<file path="src/rtl/ram_port_arbiter_pkg.sv">
// Shared types for the RAM port arbiter: FSM states, RAM channel select
// and the default character-bank register address.
package ram_port_pkg;

    localparam int unsigned BANK_ADDR_DEFAULT = 59468;
    localparam int unsigned DRAIN_CNT_W       = 4;

    // Encoding is visible on the state output: BOOT=0 RUN=1 DRAIN=2 HALTED=3.
    typedef enum logic [1:0] {
        ST_BOOT   = 2'd0,
        ST_RUN    = 2'd1,
        ST_DRAIN  = 2'd2,
        ST_HALTED = 2'd3
    } state_t;

    typedef enum logic [1:0] {
        CH_BOOT = 2'd0,
        CH_CPU  = 2'd1,
        CH_DIAG = 2'd2
    } chan_t;

    // DRAIN keeps the CPU on the port so an in-flight cycle can finish.
    function automatic chan_t chan_of(input state_t s);
        chan_t c;
        case (s)
            ST_BOOT:   c = CH_BOOT;
            ST_RUN:    c = CH_CPU;
            ST_DRAIN:  c = CH_CPU;
            default:   c = CH_DIAG;
        endcase
        return c;
    endfunction

endpackage

</file>
<file path="src/rtl/ram_port_arbiter_if.sv">
// Bus bundle between the RAM port arbiter and its neighbours: loader, CPU,
// diagnostics, SRAM, region-table config and VRAM mirror stream.
interface ram_port_arbiter_if #(
    parameter int unsigned ADDR_W   = 16,
    parameter int unsigned DATA_W   = 8,
    parameter int unsigned CFG_BITS = 4,
    parameter int unsigned VRAM_AW  = 11
);
    logic                boot_done;
    logic [ADDR_W-1:0]   boot_addr;
    logic [DATA_W-1:0]   boot_wdata;
    logic                boot_cs;
    logic                boot_we;

    logic [ADDR_W-1:0]   cpu_addr;
    logic [DATA_W-1:0]   cpu_wdata;
    logic                cpu_cs;
    logic                cpu_we;
    logic [DATA_W-1:0]   cpu_rdata;
    logic                cpu_rdy;

    logic                diag_halt_req;
    logic [ADDR_W-1:0]   diag_addr;
    logic [DATA_W-1:0]   diag_wdata;
    logic                diag_cs;
    logic                diag_we;
    logic                halt_ack;

    logic [ADDR_W-1:0]   ram_addr;
    logic [DATA_W-1:0]   ram_wdata;
    logic                ram_cs;
    logic                ram_we;
    logic [DATA_W-1:0]   ram_rdata;

    logic [CFG_BITS-1:0] cfg_sel;
    logic                tbl_wr;
    logic [CFG_BITS-1:0] tbl_idx;
    logic [ADDR_W-1:0]   tbl_start;
    logic [ADDR_W-1:0]   tbl_end;

    logic                vram_we;
    logic [VRAM_AW-1:0]  vram_waddr;
    logic [DATA_W-1:0]   vram_wdata;

    logic [1:0]          state;

    // Arbiter side.
    modport slave (
        input  boot_done, boot_addr, boot_wdata, boot_cs, boot_we,
        input  cpu_addr, cpu_wdata, cpu_cs, cpu_we,
        output cpu_rdata, cpu_rdy,
        input  diag_halt_req, diag_addr, diag_wdata, diag_cs, diag_we,
        output halt_ack,
        output ram_addr, ram_wdata, ram_cs, ram_we,
        input  ram_rdata,
        input  cfg_sel, tbl_wr, tbl_idx, tbl_start, tbl_end,
        output vram_we, vram_waddr, vram_wdata,
        output state
    );

    // Environment side.
    modport master (
        output boot_done, boot_addr, boot_wdata, boot_cs, boot_we,
        output cpu_addr, cpu_wdata, cpu_cs, cpu_we,
        input  cpu_rdata, cpu_rdy,
        output diag_halt_req, diag_addr, diag_wdata, diag_cs, diag_we,
        input  halt_ack,
        input  ram_addr, ram_wdata, ram_cs, ram_we,
        output ram_rdata,
        output cfg_sel, tbl_wr, tbl_idx, tbl_start, tbl_end,
        input  vram_we, vram_waddr, vram_wdata,
        input  state
    );

endinterface

</file>
<file path="src/rtl/ram_port_arbiter_region_table.sv">
// VRAM region table: one [start,end) window per configuration. Every RAM
// write that lands in the active window (or on the char-bank register) is
// re-issued one cycle later as a VRAM write at its offset in the window.
module vram_region_table #(
    parameter int unsigned ADDR_W    = 16,
    parameter int unsigned DATA_W    = 8,
    parameter int unsigned CFG_BITS  = 4,
    parameter int unsigned VRAM_AW   = 11,
    parameter int unsigned BANK_ADDR = 59468
) (
    input  logic                i_clk,
    input  logic                i_rst,
    input  logic [CFG_BITS-1:0] i_cfg,
    input  logic                i_tbl_wr,
    input  logic [CFG_BITS-1:0] i_tbl_idx,
    input  logic [ADDR_W-1:0]   i_tbl_start,
    input  logic [ADDR_W-1:0]   i_tbl_end,
    input  logic [ADDR_W-1:0]   i_ram_addr,
    input  logic [DATA_W-1:0]   i_ram_wdata,
    input  logic                i_ram_cs,
    input  logic                i_ram_we,
    output logic                o_vram_we,
    output logic [VRAM_AW-1:0]  o_vram_waddr,
    output logic [DATA_W-1:0]   o_vram_wdata
);

    localparam int unsigned DEPTH = 2 ** CFG_BITS;

    logic [ADDR_W-1:0]  r_start [DEPTH];
    logic [ADDR_W-1:0]  r_end   [DEPTH];

    logic [ADDR_W-1:0]  w_start;
    logic [ADDR_W-1:0]  w_end;
    logic               w_bank;
    logic               w_in_region;
    logic               w_hit;
    logic [VRAM_AW-1:0] w_waddr;

    // Entry storage; a write becomes visible to the compare on the next cycle.
    always_ff @(posedge i_clk) begin
        if (i_rst) begin
            for (int unsigned i = 0; i < DEPTH; i++) begin
                r_start[i] <= '0;
                r_end[i]   <= '0;
            end
        end else if (i_tbl_wr) begin
            r_start[i_tbl_idx] <= i_tbl_start;
            r_end[i_tbl_idx]   <= i_tbl_end;
        end
    end

    // Hit detection and window offset; an empty window (end<=start) only
    // ever matches the char-bank register, which maps to the last VRAM byte.
    always_comb begin
        w_start     = r_start[i_cfg];
        w_end       = r_end[i_cfg];
        w_bank      = (i_ram_addr == ADDR_W'(BANK_ADDR));
        w_in_region = (i_ram_addr >= w_start) && (i_ram_addr < w_end);
        w_hit       = i_ram_we && i_ram_cs && (w_in_region || w_bank);
        if (w_bank) begin
            w_waddr = VRAM_AW'(w_end - w_start - ADDR_W'(1));
        end else begin
            w_waddr = VRAM_AW'(i_ram_addr - w_start);
        end
    end

    // Registered mirror-write stream.
    always_ff @(posedge i_clk) begin
        if (i_rst) begin
            o_vram_we    <= 1'b0;
            o_vram_waddr <= '0;
            o_vram_wdata <= '0;
        end else begin
            o_vram_we    <= w_hit;
            o_vram_waddr <= w_waddr;
            o_vram_wdata <= i_ram_wdata;
        end
    end

endmodule

</file>
<file path="src/rtl/ram_port_arbiter.sv">
// Shared 64K SRAM port owner: sequences BOOT -> RUN -> DRAIN -> HALTED,
// muxes loader / CPU / diagnostics onto the RAM port, drives CPU RDY and
// the halt handshake, and feeds the VRAM mirror table.
module ram_port_arbiter
    import ram_port_pkg::*;
#(
    parameter int unsigned ADDR_W       = 16,
    parameter int unsigned DATA_W       = 8,
    parameter int unsigned CFG_BITS     = 4,
    parameter int unsigned VRAM_AW      = 11,
    parameter int unsigned DRAIN_CYCLES = 2,
    parameter int unsigned BANK_ADDR    = BANK_ADDR_DEFAULT
) (
    input logic          i_clk,
    input logic          i_rst,
    ram_port_arbiter_if.slave bus
);

    state_t                 r_state;
    logic [DRAIN_CNT_W-1:0] r_drain_cnt;
    logic                   r_cpu_rdy;
    logic                   r_halt_ack;
    logic [CFG_BITS-1:0]    r_cfg_q;
    chan_t                  w_chan;

    // Sequencer with registered RDY/ack. Leaving BOOT, RDY rises one cycle
    // after RUN entry; on all other transitions RDY/ack track the new state.
    always_ff @(posedge i_clk) begin
        if (i_rst) begin
            r_state     <= ST_BOOT;
            r_drain_cnt <= '0;
            r_cpu_rdy   <= 1'b0;
            r_halt_ack  <= 1'b0;
            r_cfg_q     <= '0;
        end else begin
            case (r_state)
                ST_BOOT: begin
                    r_cpu_rdy  <= 1'b0;
                    r_halt_ack <= 1'b0;
                    if (bus.boot_done) begin
                        r_state <= ST_RUN;
                        r_cfg_q <= bus.cfg_sel;
                    end
                end
                ST_RUN: begin
                    if (bus.diag_halt_req) begin
                        r_state     <= ST_DRAIN;
                        r_drain_cnt <= DRAIN_CNT_W'(1);
                        r_cpu_rdy   <= 1'b0;
                    end else begin
                        r_cpu_rdy   <= 1'b1;
                    end
                end
                ST_DRAIN: begin
                    if (!bus.diag_halt_req) begin
                        r_state     <= ST_RUN;
                        r_drain_cnt <= '0;
                        r_cpu_rdy   <= 1'b1;
                    end else if (r_drain_cnt >= DRAIN_CNT_W'(DRAIN_CYCLES)) begin
                        r_state     <= ST_HALTED;
                        r_drain_cnt <= '0;
                        r_halt_ack  <= 1'b1;
                    end else begin
                        r_drain_cnt <= r_drain_cnt + DRAIN_CNT_W'(1);
                    end
                end
                default: begin
                    r_cfg_q <= bus.cfg_sel;
                    if (!bus.diag_halt_req) begin
                        r_state    <= ST_RUN;
                        r_halt_ack <= 1'b0;
                        r_cpu_rdy  <= 1'b1;
                    end
                end
            endcase
        end
    end

    assign w_chan = chan_of(r_state);

    // Zero-latency RAM port mux driven from the state register.
    always_comb begin
        bus.ram_addr  = bus.boot_addr;
        bus.ram_wdata = bus.boot_wdata;
        bus.ram_cs    = bus.boot_cs;
        bus.ram_we    = bus.boot_we;
        case (w_chan)
            CH_CPU: begin
                bus.ram_addr  = bus.cpu_addr;
                bus.ram_wdata = bus.cpu_wdata;
                bus.ram_cs    = bus.cpu_cs;
                bus.ram_we    = bus.cpu_we;
            end
            CH_DIAG: begin
                bus.ram_addr  = bus.diag_addr;
                bus.ram_wdata = bus.diag_wdata;
                bus.ram_cs    = bus.diag_cs;
                bus.ram_we    = bus.diag_we;
            end
            default: ;
        endcase
    end

    // CPU read data is forced to zero outside RUN.
    always_comb begin
        bus.cpu_rdata = (r_state == ST_RUN) ? bus.ram_rdata : '0;
    end

    assign bus.cpu_rdy  = r_cpu_rdy;
    assign bus.halt_ack = r_halt_ack;
    assign bus.state    = r_state;

    vram_region_table #(
        .ADDR_W    (ADDR_W),
        .DATA_W    (DATA_W),
        .CFG_BITS  (CFG_BITS),
        .VRAM_AW   (VRAM_AW),
        .BANK_ADDR (BANK_ADDR)
    ) u_region_table (
        .i_clk        (i_clk),
        .i_rst        (i_rst),
        .i_cfg        (r_cfg_q),
        .i_tbl_wr     (bus.tbl_wr),
        .i_tbl_idx    (bus.tbl_idx),
        .i_tbl_start  (bus.tbl_start),
        .i_tbl_end    (bus.tbl_end),
        .i_ram_addr   (bus.ram_addr),
        .i_ram_wdata  (bus.ram_wdata),
        .i_ram_cs     (bus.ram_cs),
        .i_ram_we     (bus.ram_we),
        .o_vram_we    (bus.vram_we),
        .o_vram_waddr (bus.vram_waddr),
        .o_vram_wdata (bus.vram_wdata)
    );

endmodule

</file>
<file path="src/flat_wrapper.sv">
// flat-port wrapper written by rule: the top's interface ports become plain ports
module ram_port_arbiter_flat import ram_port_pkg::*;
#(
    parameter int unsigned ADDR_W       = 16,
    parameter int unsigned DATA_W       = 8,
    parameter int unsigned CFG_BITS     = 4,
    parameter int unsigned VRAM_AW      = 11,
    parameter int unsigned DRAIN_CYCLES = 2,
    parameter int unsigned BANK_ADDR    = BANK_ADDR_DEFAULT
)
  (i_clk, i_rst, bus_boot_done, bus_boot_addr, bus_boot_wdata, bus_boot_cs, bus_boot_we, bus_cpu_addr, bus_cpu_wdata, bus_cpu_cs, bus_cpu_we, bus_cpu_rdata, bus_cpu_rdy, bus_diag_halt_req, bus_diag_addr, bus_diag_wdata, bus_diag_cs, bus_diag_we, bus_halt_ack, bus_ram_addr, bus_ram_wdata, bus_ram_cs, bus_ram_we, bus_ram_rdata, bus_cfg_sel, bus_tbl_wr, bus_tbl_idx, bus_tbl_start, bus_tbl_end, bus_vram_we, bus_vram_waddr, bus_vram_wdata, bus_state);
  ram_port_arbiter_if #(.ADDR_W(ADDR_W), .DATA_W(DATA_W), .CFG_BITS(CFG_BITS), .VRAM_AW(VRAM_AW)) bus_i ();
  input logic i_clk;
  input logic i_rst;
  input wire logic [$bits(bus_i.boot_done)-1:0] bus_boot_done;
  input wire logic [$bits(bus_i.boot_addr)-1:0] bus_boot_addr;
  input wire logic [$bits(bus_i.boot_wdata)-1:0] bus_boot_wdata;
  input wire logic [$bits(bus_i.boot_cs)-1:0] bus_boot_cs;
  input wire logic [$bits(bus_i.boot_we)-1:0] bus_boot_we;
  input wire logic [$bits(bus_i.cpu_addr)-1:0] bus_cpu_addr;
  input wire logic [$bits(bus_i.cpu_wdata)-1:0] bus_cpu_wdata;
  input wire logic [$bits(bus_i.cpu_cs)-1:0] bus_cpu_cs;
  input wire logic [$bits(bus_i.cpu_we)-1:0] bus_cpu_we;
  output wire logic [$bits(bus_i.cpu_rdata)-1:0] bus_cpu_rdata;
  output wire logic [$bits(bus_i.cpu_rdy)-1:0] bus_cpu_rdy;
  input wire logic [$bits(bus_i.diag_halt_req)-1:0] bus_diag_halt_req;
  input wire logic [$bits(bus_i.diag_addr)-1:0] bus_diag_addr;
  input wire logic [$bits(bus_i.diag_wdata)-1:0] bus_diag_wdata;
  input wire logic [$bits(bus_i.diag_cs)-1:0] bus_diag_cs;
  input wire logic [$bits(bus_i.diag_we)-1:0] bus_diag_we;
  output wire logic [$bits(bus_i.halt_ack)-1:0] bus_halt_ack;
  output wire logic [$bits(bus_i.ram_addr)-1:0] bus_ram_addr;
  output wire logic [$bits(bus_i.ram_wdata)-1:0] bus_ram_wdata;
  output wire logic [$bits(bus_i.ram_cs)-1:0] bus_ram_cs;
  output wire logic [$bits(bus_i.ram_we)-1:0] bus_ram_we;
  input wire logic [$bits(bus_i.ram_rdata)-1:0] bus_ram_rdata;
  input wire logic [$bits(bus_i.cfg_sel)-1:0] bus_cfg_sel;
  input wire logic [$bits(bus_i.tbl_wr)-1:0] bus_tbl_wr;
  input wire logic [$bits(bus_i.tbl_idx)-1:0] bus_tbl_idx;
  input wire logic [$bits(bus_i.tbl_start)-1:0] bus_tbl_start;
  input wire logic [$bits(bus_i.tbl_end)-1:0] bus_tbl_end;
  output wire logic [$bits(bus_i.vram_we)-1:0] bus_vram_we;
  output wire logic [$bits(bus_i.vram_waddr)-1:0] bus_vram_waddr;
  output wire logic [$bits(bus_i.vram_wdata)-1:0] bus_vram_wdata;
  output wire logic [$bits(bus_i.state)-1:0] bus_state;
  assign bus_i.boot_done = bus_boot_done;
  assign bus_i.boot_addr = bus_boot_addr;
  assign bus_i.boot_wdata = bus_boot_wdata;
  assign bus_i.boot_cs = bus_boot_cs;
  assign bus_i.boot_we = bus_boot_we;
  assign bus_i.cpu_addr = bus_cpu_addr;
  assign bus_i.cpu_wdata = bus_cpu_wdata;
  assign bus_i.cpu_cs = bus_cpu_cs;
  assign bus_i.cpu_we = bus_cpu_we;
  assign bus_cpu_rdata = bus_i.cpu_rdata;
  assign bus_cpu_rdy = bus_i.cpu_rdy;
  assign bus_i.diag_halt_req = bus_diag_halt_req;
  assign bus_i.diag_addr = bus_diag_addr;
  assign bus_i.diag_wdata = bus_diag_wdata;
  assign bus_i.diag_cs = bus_diag_cs;
  assign bus_i.diag_we = bus_diag_we;
  assign bus_halt_ack = bus_i.halt_ack;
  assign bus_ram_addr = bus_i.ram_addr;
  assign bus_ram_wdata = bus_i.ram_wdata;
  assign bus_ram_cs = bus_i.ram_cs;
  assign bus_ram_we = bus_i.ram_we;
  assign bus_i.ram_rdata = bus_ram_rdata;
  assign bus_i.cfg_sel = bus_cfg_sel;
  assign bus_i.tbl_wr = bus_tbl_wr;
  assign bus_i.tbl_idx = bus_tbl_idx;
  assign bus_i.tbl_start = bus_tbl_start;
  assign bus_i.tbl_end = bus_tbl_end;
  assign bus_vram_we = bus_i.vram_we;
  assign bus_vram_waddr = bus_i.vram_waddr;
  assign bus_vram_wdata = bus_i.vram_wdata;
  assign bus_state = bus_i.state;
  ram_port_arbiter #(.ADDR_W(ADDR_W), .DATA_W(DATA_W), .CFG_BITS(CFG_BITS), .VRAM_AW(VRAM_AW), .DRAIN_CYCLES(DRAIN_CYCLES), .BANK_ADDR(BANK_ADDR)) u_core (.i_clk(i_clk), .i_rst(i_rst), .bus(bus_i));
endmodule
</file>
<file path="config.mk">
export PLATFORM = sky130hd
export DESIGN_NAME = ram_port_arbiter_flat
export DESIGN_NICKNAME = d
export VERILOG_FILES = /design/src/rtl/ram_port_arbiter_pkg.sv /design/src/rtl/ram_port_arbiter_if.sv /design/src/rtl/ram_port_arbiter_region_table.sv /design/src/rtl/ram_port_arbiter.sv /design/src/flat_wrapper.sv
export SDC_FILE = /design/constraint.sdc
export NUM_CORES = 1
export LEC_CHECK = 0
export BUFFER_PORTS_ARGS = -buffer_cell sky130_fd_sc_hd__buf_2
export CAP_MARGIN = 20
export CORE_MARGIN = 2
export CORE_UTILIZATION = 55
export DETAILED_ROUTE_END_ITERATION = 8
export GPL_TIMING_DRIVEN = 0
export MAX_ROUTING_LAYER = met4
export PLACE_DENSITY = 0.8
export REMOVE_ABC_BUFFERS = 1
export SLEW_MARGIN = 20
export SYNTH_ARGS = -nofsm -noshare
export SYNTH_HDL_FRONTEND = slang
export SYNTH_SLANG_ARGS = --single-unit
</file>
<file path="constraint.sdc">
create_clock -name i_clk -period 4.3 [get_ports i_clk]
set_input_delay 0.43 -clock i_clk [delete_from_list [all_inputs] [get_ports i_clk]]
set_output_delay 0.43 -clock i_clk [all_outputs]
set_load 0.1 [all_outputs]
</file>
==> results.yml <==
clock_network:
  tritoncts: "done"
  clk_latency_ns: 0.61
  cts_buffer_depth: 3
  cts_made_buffers: 55
  htreeDepth: 2
  cts.sinks: 548
  clkTransAtPathRegs_ns: 0.06
  clk_root_buffer_cell: "clkbuf_16"
  ctsHoldBuffers: 0
pwr:
  leakage_nw: 11.30
  p_int_mw: 10.65
  pwr-share-seq_pct: 39.6
  switching_share_pct: 33.63
  clockPowerShare_pct: 29.5
  p_per_area_nw_per_um2: 519.3
  p_switching_mw: 5.396
  pwr-share-comb_pct: 30.9
  ir_worst_vdd_uv: 301.0
  finalPower_mw: 16.04
logic_synthesis:
  yosysSeqAreaShare_pct: 61.58
  synth_mux_area_share_pct: 14.14
  synth-simple-area-share_pct: 15.04
  synth_top_family_by_area: "simple AND/OR/NAND/NOR gates"
  ys_ff_latch: 548
  ys_dominant_reg_cell: "edfxtp_1"
  synth-async-reset-ratio_pct: 0
  synth_fa_ha_area_share_pct: 2.398
  netlist_area_um2: 26140
  synth_edf_count: 512
  synth-warning-count: 0
  synth_area_per_cell_um2: 14.72
  synth_xor_area_share_pct: 0.6989
  synth_compound_area_share_pct: 3.327
  synth_cell_types: 56
  synthCells: 1776
detailed_routing:
  firstDrtPassIters: 6
  wl_um: 75860
  drc: 0
  drtAntennaViolNets: 0
  vias: 16850
  viasPerCell: 6.459
  drt_iter0_markers: 2322
  wl_per_cell_um: 29.09
layout:
  regArea_um2: 16110
  drive_above_1_share_pct: 27.81
  multi_input_area_um2: 9622
  fin_nets: 2137
  design_area_um2: 30890
  syn_to_final_growth_pct: 18.20
  n_fill_cell: 3046
placed_design:
  place_congestion: 0.8860
  port_buffers: 188
  dpl_cell_area_um2: 28920
  place_ws_ns: -0.4851
  dp.final_hpwl_um: 49100
timing:
  setup_slack_ns: 0.02655
  tns_ns: 0
  tightestPinTransition_ns: 1.051
  slew_headroom_pct: 29.48
  finalHoldViolCount: 0
  final.period_utilization_pct: 99.38
  slew_viol_final: 0
  fmax_mhz: 234.0
  finalWorstPathRequiredPeriod_ns: 4.273
  finalSetupViolCount: 0
  fin_skew_ns: 0.02283
critical_path:
  cp_num_buf_inv: 1
  crit_path_cell_trace: "inv_1 -> ha_4 -> a22oi_1 -> o21ai_1 -> ha_1 -> a21oi_1 -> o2111ai_1 -> a221oi_1 -> o21ai_1 -> a21oi_1 -> o21a_1"
  cp-start-kind: "flip-flop"
  critPathKind: "flip-flop to flip-flop"
  slowest_delay_ns: 0.84
  end_kind: "flip-flop"
  crit_required_ns: 4.86
  crit_slowest_cell: "o21ai_1"
  critPathTopFamily: "compound AO/OA/AOI/OAI gates"
  cp.depth: 11
  r2r_cells: 11
  cp.arrival_ns: 4.83
  cp_max_fo: 28
worst_hold_path:
  hold_class: "primary input to flip-flop"
  hold_depth: 3
die:
  die_w_um: 222.0
  dieArea_um2: 49280
  core_area_um2: 46750
  io_pins: 189
  initial_core_util_pct: 55.90
  num_rows: 79
  dieHeight_um: 222.0
grt:
  grt_max_degree: 47
  grt-ovfl-total: 0
  grt_pass1_vias: 17000
  grt_antenna_before_repair: 4
  grt_use_total_pct: 31.86
  grt_pass1_wl_um: 109600
run:
  cap_violations: 0
outcome:
  status: "finished clean"
## final cells by class
class | count | share of cell area [%]
Antenna cell | 2 | 0.01620
Clock inverter | 19 | 0.4536
Inverter | 51 | 0.6197
Tap cell | 607 | 2.458
Clock buffer | 79 | 5.277
Multi-Input combinational cell | 1041 | 31.15
Timing Repair Buffer | 261 | 7.878
Sequential cell | 548 | 52.15
## worst paths after layout
check / startpoint / end / slack, ns
max: u_core.bus.state[0] / u_core.u_region_table.o_vram_we / 0.03
min: bus_cfg_sel[1] / u_core.r_cfg_q[1] / 0.11
max reg2reg: u_core.bus.state[0] / u_core.u_region_table.o_vram_we / 0.03
min reg2reg: u_core.bus.cpu_rdy / u_core.bus.cpu_rdy / 0.48
## metal layers
| layer | vias to the layer above | global-route usage, % | part of all wire (%) | wire [um] |
|---|---|---|---|---|
| li1 | 6884 | - | - | - |
| met1 | 8346 | 40.12 | 35 | 26810 |
| met2 | 1340 | 49.17 | 47 | 35480 |
| met3 | 276 | 8.124 | 13 | 9783 |
| met4 | 0 | 14.34 | 5.0 | 3780 |
| met5 | - | - | 0 | 0 |
## sequential cells by signal, summed over array words and instances, names as in the netlist, named ones only
name and cells:
u_core.bus.cpu_rdy 1, u_core.r_cfg_q 4, u_core.u_region_table.o_vram_waddr 11, u_core.u_region_table.o_vram_wdata 8, u_core.bus.halt_ack 1, u_core.u_region_table.r_end 256
u_core.u_region_table.r_start 256, u_core.u_region_table.o_vram_we 1, u_core.bus.state 2, u_core.r_drain_cnt 4
## placed cells by master (no fill, tap or decap), drive strengths merged, types with 6 or more instances in the layout
cell type	n
xor2	6
nor2b	7
buf	260
or2	7
o21ai	45
nand3	9
mux4	157
and2	529
edfxtp	512
a22oi	27
nand2	40
a21oi	28
nor3	8
clkbuf	79
inv	51
nor2	45
clkinv	16
ha	46
a21o	6
mux2i	16
dfxtp	36
xnor2	14
## stage by stage
step | utilization, % | instances | hold slack, ns
5_1_grt | 66.07 | 2608 | 0.1094
4_1_cts | 65.90 | 2600 | 0.08658
3_3_place_gp | 58.38 | 2434 | 0.4595
3_5_place_dp | 61.85 | 2496 | 0.4692
2_1_floorplan | - | 1639 | 0.4442
6_report | 66.07 | 2608 | 0.1097
## power by group through the flow
stage	registers, mW	clock network, mW	logic [mW]
4_1_cts	6.36	4.74	4.82
3_3_place_gp	6.72	0	4.35
6_report	6.35	4.73	4.96
2_1_floorplan	7.00	0	2.90
3_5_place_dp	6.51	0	4.66
5_1_grt	6.37	4.94	5.17
## cell usage after synthesis, types with 27 or more instances
cell type	number	area, um2
nand2_1	40	150.1
a22oi_1	27	202.7
and2_1	529	3309
edfxtp_1	512	15370
mux4_2	157	3536
o21ai_0	41	205.2
dfxtp_1	36	720.7
nor2_1	45	168.9
ha_1	46	575.6
clkbuf_1	116	435.4
inv_1	51	191.4
a21oi_1	28	140.1
## what timing repair did
action                     in CTS  in global routing
setup endpoints to repair      12                  5
gates cloned                    2                  0
buffers inserted                4                  6
pin swaps                       2                  2
resized for setup               7                 10
## cells by family after synthesis
family          Yosys count
compound gates          134
xor+xnor                 20
fa+ha+maj                49
buf+inv                 188
flops                   548
mux                     173
simple gates            664
## worst reg2reg max path: cells and delay by family, from the launching register on
family	cells	cell delay (ns)
flops	1	0.47
fa+ha+maj	2	1.00
compound gates	8	2.60
buf+inv	1	0.15
Power figures use the tool's default switching activity.
